File: src/rtl/pattern_adc_decoder.sv
// ---------------------------------------------------------------------------
// pattern_adc_decoder
//   Slices an ADC sample stream against a threshold and decodes framed,
//   fixed-rate pulse patterns. A frame starts on the first high level, is
//   sampled once per bit period at mid-bit, and ends after a run of
//   gap_min low cycles. Bits past _PAT_WIDTH are not stored; any high seen
//   after the pattern is full flags the frame as overrun.
//
// Ports
//   clk        rising-edge clock
//   rst_n      asynchronous active-low reset
//   rx_en      decoder enable; low aborts the current frame and idles
//   adc_data   unsigned ADC sample, one per cycle
//   threshold  slicing level (high when adc_data >= threshold)
//   duty_num   bit period minus one, in cycles
//   gap_min    low-run length that terminates a frame (1..65535)
//   pat_out    last decoded pattern, LSB is the first bit received
//   frame_cnt  frames decoded since rx_en rose, saturating at 255
//   rx_level   registered sliced level
//   busy       high while receiving a frame or waiting out its gap
//   valid      one-cycle strobe when pat_out updates
//   err        one-cycle strobe with valid when the frame overran
// ---------------------------------------------------------------------------
module pattern_adc_decoder #(
    parameter int _PAT_WIDTH = 8,
    parameter int _ADC_WIDTH = 8
) (
    input  logic                  clk,
    input  logic                  rst_n,
    input  logic                  rx_en,
    input  logic [_ADC_WIDTH-1:0] adc_data,
    input  logic [_ADC_WIDTH-1:0] threshold,
    input  logic [7:0]            duty_num,
    input  logic [15:0]           gap_min,
    output logic [_PAT_WIDTH-1:0] pat_out,
    output logic [7:0]            frame_cnt,
    output logic                  rx_level,
    output logic                  busy,
    output logic                  valid,
    output logic                  err
);

    // bit_idx must be able to hold _PAT_WIDTH itself (the "pattern full" value)
    localparam int IDX_W = $clog2(_PAT_WIDTH + 1);
    localparam logic [_PAT_WIDTH-1:0] PAT_ONE  = _PAT_WIDTH'(1'b1);
    localparam logic [_PAT_WIDTH-1:0] PAT_ZERO = {_PAT_WIDTH{1'b0}};
    localparam logic [IDX_W-1:0]      IDX_ONE  = IDX_W'(1'b1);
    localparam logic [IDX_W-1:0]      IDX_ZERO = {IDX_W{1'b0}};
    localparam logic [IDX_W-1:0]      IDX_FULL = IDX_W'(_PAT_WIDTH);

    typedef enum logic [2:0] {
        ST_IDLE = 3'd0,
        ST_WAIT = 3'd1,
        ST_RECV = 3'd2,
        ST_GAP  = 3'd3,
        ST_DONE = 3'd4
    } state_t;

    state_t                  state_r;
    logic                    bit_in_q_r;
    logic                    rx_en_q_r;
    logic [7:0]              phase_cnt_r;
    logic [IDX_W-1:0]        bit_idx_r;
    logic [15:0]             low_run_r;
    logic [_PAT_WIDTH-1:0]   shift_r;
    logic                    ovr_r;
    logic [_PAT_WIDTH-1:0]   pat_out_r;
    logic [7:0]              frame_cnt_r;
    logic                    busy_r;
    logic                    valid_r;
    logic                    err_r;

    logic [15:0]             low_run_nxt_s;
    logic                    gap_hit_s;
    logic                    phase_last_s;
    logic [7:0]              phase_nxt_s;
    logic [IDX_W-1:0]        bit_idx_nxt_s;
    logic                    full_s;
    logic [_PAT_WIDTH-1:0]   bit_mask_s;
    logic [_PAT_WIDTH-1:0]   shift_nxt_s;
    logic [7:0]              frame_cnt_inc_s;
    logic                    rx_rise_s;

    // Next-value arithmetic shared by WAIT (first cycle of a frame) and RECV
    always_comb begin
        low_run_nxt_s   = bit_in_q_r ? 16'd0
                        : ((low_run_r == 16'hFFFF) ? 16'hFFFF : low_run_r + 16'd1);
        gap_hit_s       = (low_run_nxt_s == gap_min);
        phase_last_s    = (phase_cnt_r == duty_num);
        phase_nxt_s     = phase_last_s ? 8'd0 : phase_cnt_r + 8'd1;
        bit_idx_nxt_s   = phase_last_s ? bit_idx_r + IDX_ONE : bit_idx_r;
        full_s          = (bit_idx_nxt_s == IDX_FULL);
        bit_mask_s      = PAT_ONE << bit_idx_r;
        // mid-bit sample point is duty_num/2
        shift_nxt_s     = (phase_cnt_r == {1'b0, duty_num[7:1]})
                        ? ((shift_r & ~bit_mask_s) | (bit_in_q_r ? bit_mask_s : PAT_ZERO))
                        : shift_r;
        frame_cnt_inc_s = (frame_cnt_r == 8'hFF) ? 8'hFF : frame_cnt_r + 8'd1;
        rx_rise_s       = rx_en & ~rx_en_q_r;
    end

    // Input slicer and enable edge history
    always_ff @(posedge clk or negedge rst_n) begin
        if (!rst_n) begin
            bit_in_q_r <= 1'b0;
            rx_en_q_r  <= 1'b0;
        end else begin
            bit_in_q_r <= (adc_data >= threshold);
            rx_en_q_r  <= rx_en;
        end
    end

    // Frame FSM with its datapath and registered outputs
    always_ff @(posedge clk or negedge rst_n) begin
        if (!rst_n) begin
            state_r     <= ST_IDLE;
            phase_cnt_r <= 8'd0;
            bit_idx_r   <= IDX_ZERO;
            low_run_r   <= 16'd0;
            shift_r     <= PAT_ZERO;
            ovr_r       <= 1'b0;
            pat_out_r   <= PAT_ZERO;
            frame_cnt_r <= 8'd0;
            busy_r      <= 1'b0;
            valid_r     <= 1'b0;
            err_r       <= 1'b0;
        end else begin
            valid_r <= 1'b0;
            err_r   <= 1'b0;
            if (rx_rise_s) begin
                frame_cnt_r <= 8'd0;
            end
            if (!rx_en) begin
                // abort: drop the frame silently, keep pat_out and frame_cnt
                state_r     <= ST_IDLE;
                phase_cnt_r <= 8'd0;
                bit_idx_r   <= IDX_ZERO;
                low_run_r   <= 16'd0;
                shift_r     <= PAT_ZERO;
                ovr_r       <= 1'b0;
                busy_r      <= 1'b0;
            end else begin
                case (state_r)
                    ST_IDLE: begin
                        phase_cnt_r <= 8'd0;
                        bit_idx_r   <= IDX_ZERO;
                        low_run_r   <= 16'd0;
                        shift_r     <= PAT_ZERO;
                        ovr_r       <= 1'b0;
                        busy_r      <= 1'b0;
                        state_r     <= ST_WAIT;
                    end
                    ST_WAIT: begin
                        // counters are already zero here, so the first high
                        // cycle is processed as phase 0 of bit 0
                        if (bit_in_q_r) begin
                            phase_cnt_r <= phase_nxt_s;
                            bit_idx_r   <= bit_idx_nxt_s;
                            shift_r     <= shift_nxt_s;
                            low_run_r   <= low_run_nxt_s;
                            busy_r      <= 1'b1;
                            state_r     <= full_s ? ST_GAP : ST_RECV;
                        end else begin
                            busy_r      <= 1'b0;
                        end
                    end
                    ST_RECV: begin
                        phase_cnt_r <= phase_nxt_s;
                        bit_idx_r   <= bit_idx_nxt_s;
                        shift_r     <= shift_nxt_s;
                        low_run_r   <= low_run_nxt_s;
                        // end of frame has priority over pattern full
                        if (gap_hit_s) begin
                            busy_r  <= 1'b0;
                            state_r <= ST_DONE;
                        end else if (full_s) begin
                            busy_r  <= 1'b1;
                            state_r <= ST_GAP;
                        end else begin
                            busy_r  <= 1'b1;
                        end
                    end
                    ST_GAP: begin
                        low_run_r <= low_run_nxt_s;
                        ovr_r     <= ovr_r | bit_in_q_r;
                        if (gap_hit_s) begin
                            busy_r  <= 1'b0;
                            state_r <= ST_DONE;
                        end else begin
                            busy_r  <= 1'b1;
                        end
                    end
                    ST_DONE: begin
                        pat_out_r   <= shift_r;
                        valid_r     <= 1'b1;
                        err_r       <= ovr_r;
                        ovr_r       <= 1'b0;
                        frame_cnt_r <= frame_cnt_inc_s;
                        phase_cnt_r <= 8'd0;
                        bit_idx_r   <= IDX_ZERO;
                        low_run_r   <= 16'd0;
                        shift_r     <= PAT_ZERO;
                        busy_r      <= 1'b0;
                        state_r     <= ST_WAIT;
                    end
                    default: begin
                        busy_r  <= 1'b0;
                        state_r <= ST_IDLE;
                    end
                endcase
            end
        end
    end

    assign pat_out   = pat_out_r;
    assign frame_cnt = frame_cnt_r;
    assign rx_level  = bit_in_q_r;
    assign busy      = busy_r;
    assign valid     = valid_r;
    assign err       = err_r;

endmodule

File: config.mk
export PLATFORM = sky130hd
export DESIGN_NAME = pattern_adc_decoder
export DESIGN_NICKNAME = d
export VERILOG_FILES = /design/src/rtl/pattern_adc_decoder.sv
export SDC_FILE = /design/constraint.sdc
export NUM_CORES = 1
export LEC_CHECK = 0
export CORE_UTILIZATION = 40
export CTS_CLUSTER_SIZE = 20
export DETAILED_ROUTE_END_ITERATION = 7
export PLACE_DENSITY = 0.69
export SETUP_SLACK_MARGIN = 0.1
export SYNTH_ARGS = -nofsm -noshare
export SYNTH_HDL_FRONTEND = slang
export SYNTH_SLANG_ARGS = --single-unit
File: constraint.sdc
create_clock -name clk -period 3.7 [get_ports clk]
set_input_delay 0.555 -clock clk [delete_from_list [all_inputs] [get_ports clk]]
set_output_delay 0.555 -clock clk [all_outputs]
set_load 0.02 [all_outputs]
==> impl_metrics.toml <==
[status]
status = "finished clean"

[cts]
cts_hold_repair.buffers = 0
tritoncts_clock_tree = "yes"
cts_post_setup_buffers_inserted = 0
max-clock-path-buffers = 2
cts_inserted_buffers = 9
htreeDepth = 3
insertion_delay_ps = 340
total_of_cells_resized_after_clock_tree_synthesis = 0
clk_transition_reported_paths_ps = 80
numClockSinks = 61
ctsRootBufferMaster = "sky130_fd_sc_hd__clkbuf_8"

[detailed_routing]
drcViolationCount = 0
mean_number_of_vias_per_cell = 5.52
drt-initial-drc-count = 194
post_drt_wl_per_cell_um = 14.4
num_vias = 3607
tritonroute_pass_1_iters = 5
totalWireLength_mm = 9.45
ant_nets = 0

[placed_design]
io_buffer_count = 62
final_wtd_congestion = 0.878
placed_cells = 638
post-dp-hpwl_mm = 6.91

[critical_path]
crit_path_max_incr_delay_ps = 680
path_buf_inv = 0
critical_path_required_ps = 3980
timing.critical_path.arrival_ps = 3310
worstReg2RegStart = "low_run_r[0]"
r2r-end = "state_r[2]"
crit_path_start_kind = "register"
critPathKind = "register to register"
timing.critical_path.max_delay_family = "simple AND/OR/NAND/NOR gates"
r2r_cells = 8
critical_path_depth = 8
regToRegSetupSlack_ps = 670
slowest_library_cell_on_the_worst_path = "sky130_fd_sc_hd__or4_4"
path_cells = "ha_1 -> nand4_2 -> or4_4 -> a211o_1 -> a21o_1 -> nor4_1 -> o2111a_2 -> and3b_1"
crit_start = "low_run_r[0]"
setup.worst_path.end_class = "register"
critical_path.endpoint = "state_r[2]"
crit_path_max_fanout = 20

[logic_synthesis]
post_synth_most_frequent_cells = "61 x sky130_fd_sc_hd__dfrtp_1, 59 x sky130_fd_sc_hd__nor2_1, 47 x sky130_fd_sc_hd__nand2_1, 33 x sky130_fd_sc_hd__a21oi_1, 22 x sky130_fd_sc_hd__xor2_1"
ys_async_sr_fraction_pct = 100
synth_top_family_by_area = "simple AND/OR/NAND/NOR gates"
netlist_area_sq_mm = 0.00397
synth-seq-area-share_pct = 38.5
synth_enable_flop_cells = 0
post-synth-top-count-cell = "sky130_fd_sc_hd__dfrtp_1"
synth_fa_ha_area_share_pct = 5.36
synth_mux_area_share_pct = 3.03
yosysWarnings = 0
syn-num-nets = 520
synth-compound-area-share_pct = 17.0
post_synth_xor_area_fraction_pct = 7.06
postSynthAreaPerCell_sq_um = 8.63
synth_cells = 460
synth-seq-cells = 61
synth_cell_type_count = 58
synth_top_area_cell = "sky130_fd_sc_hd__dfrtp_1"
postSynth.topFlopCell = "sky130_fd_sc_hd__dfrtp_1"
synth_area_leaders = "sky130_fd_sc_hd__dfrtp_1 38%, sky130_fd_sc_hd__nor2_1 5.6%, sky130_fd_sc_hd__ha_1 5.4%"
synthSimpleGateAreaFrac_pct = 24.9
synthDominantCellAreaShare_pct = 38.5

[floorplan]
die_width_um = 102
io-pin-count = 63
design.die.area_sq_mm = 0.0103
placementRows = 35
floorplan.initialDensity_pct = 42.2
die-height_um = 102
core_area_sq_mm = 0.00942

[power]
worst_ir_drop_vdd_v = 0.000130
p_leak_uw = 0.00222
powerDensity_mw_per_mm2 = 328

[timing]
timing.final.crit_share_pct = 81.9
fmaxAchievable_mhz = 330
worst_slew_margin_rel_pct = 45.5
max_slew.worst_pin.slew_ps = 817
setup_violations = 0
accumulated_negative_setup_slack_ps = 0
maxSlewViolCount = 0
final_period_minus_worst_setup_slack_ps = 3030
setup_repair_after_global_routing_missed_its_margin = "no"
finalClockSkew_ps = 7.81
hold_vio_cnt_final = 0

[global_routing]
number_of_global_route_vias_before_repair = 3422
globalRoute.totalOverflow = 0
largest_net_degree_at_the_start_of_global_routing = 62
grt_antenna_before_repair = 0
grt_pass1_wl_mm = 15.9
grt.total_usage_pct = 19.6

[cells_and_area]
post_layout_nonfiller_instances = 654
postLayoutCoreUtil_pct = 52.3
drive_gt1_share_pct = 6.48
design.final.nets = 580
synthToLayoutAreaGrowth_pct = 24.1
nFillCells = 871
antenna_cells_inserted = 0

[job]
max_cap_violations = 0

[hold_path]
hold_path.class = "input pin to asynchronous set/reset pin"
[per-layer routing]
layer	wire [um]	vias to the layer above	track usage (%)
li1	-	1773	-
met1	4170	1686	25.1
met2	4530	134	32.6
met4	142	0	5.80
met3	607	14	4.90
met5	0	-	0
[flip-flops by register name, indices dropped and copies added (netlist names), 3 cells and up]
signal       cells
bit_idx_r        4
phase_cnt_r      8
state_r          3
pat_out          8
low_run_r       16
frame_cnt        8
shift_r          8
[final cells by class]
type	count	area [sq um]	area share [%]
well taps	129	161	3.28
clock buffers	9	124	2.51
flip-flops and latches	61	1530	31.0
inverters	18	67.6	1.37
clock inverters	7	98.8	2.01
repair buffers	70	676	13.7
multi-input cells	360	2270	46.1
[power by group]
| part | switching, uW | total, uW | internal, uW |
|---|---|---|---|
| sequential | 29.3 | 710 | 681 |
| clock | 280 | 662 | 382 |
| combinational | 134 | 246 | 112 |
| total | 442 | 1620 | 1180 |
[stage by stage]
step / hold WS, ps / worst slack, ps / cell area [sq um] / total power (uW)
after CTS: 392 / 692 / 4930 / 1630
final: 361 / 668 / 4930 / 1620
after global placement: 458 / 795 / 4700 / 963
after global routing: 427 / 422 / 4930 / 1700
after floorplan: 259 / 1110 / 3970 / 850
after detailed placement: 461 / 725 / 4700 / 968
[worst min path at each step]
stage          cells after the start            to        from  slack (ps)
5_1_grt                            2    pat_out[3]       rst_n         430
6_report                           2    pat_out[3]       rst_n         360
3_3_place_gp                       2    pat_out[5]  pat_out[5]         460
2_1_floorplan                      0  bit_idx_r[0]       rst_n         260
4_1_cts                            2    pat_out[7]       rst_n         390
3_5_place_dp                       2    pat_out[6]  pat_out[6]         460
[worst reg2reg max path, cell delays in order (launching register included)]
cell	delay, ps
sky130_fd_sc_hd__dfrtp_1	500
sky130_fd_sc_hd__ha_1	330
sky130_fd_sc_hd__nand4_2	220
sky130_fd_sc_hd__or4_4	680
sky130_fd_sc_hd__a211o_1	330
sky130_fd_sc_hd__a21o_1	190
sky130_fd_sc_hd__nor4_1	280
sky130_fd_sc_hd__o2111a_2	290
sky130_fd_sc_hd__and3b_1	160
[cells in the final DEF, fill, tap and decap left out, types with 11 or more instances in the layout]
cell type / n
sky130_fd_sc_hd__dfrtp_1: 61
sky130_fd_sc_hd__o21ai_0: 18
sky130_fd_sc_hd__xor2_1: 22
sky130_fd_sc_hd__mux2i_1: 12
sky130_fd_sc_hd__ha_1: 17
sky130_fd_sc_hd__clkdlybuf4s50_1: 61
sky130_fd_sc_hd__nand2_1: 47
sky130_fd_sc_hd__nor4_1: 11
sky130_fd_sc_hd__a21oi_1: 33
sky130_fd_sc_hd__nor2_1: 59
sky130_fd_sc_hd__inv_1: 18
sky130_fd_sc_hd__nand3_1: 18
[logic make-up (layout without fill, tap and decap cells)]
logic type | count (synthesis) | after routing
muxes | 12 | 12
AOI/OAI and AO/OA | 104 | 104
adders and majority gates | 17 | 17
and+or+nand+nor | 195 | 195
buffers and inverters | 39 | 104
DFF | 61 | 61
xor gates and xnor gates | 32 | 32
(Power assumes the default switching activity.)
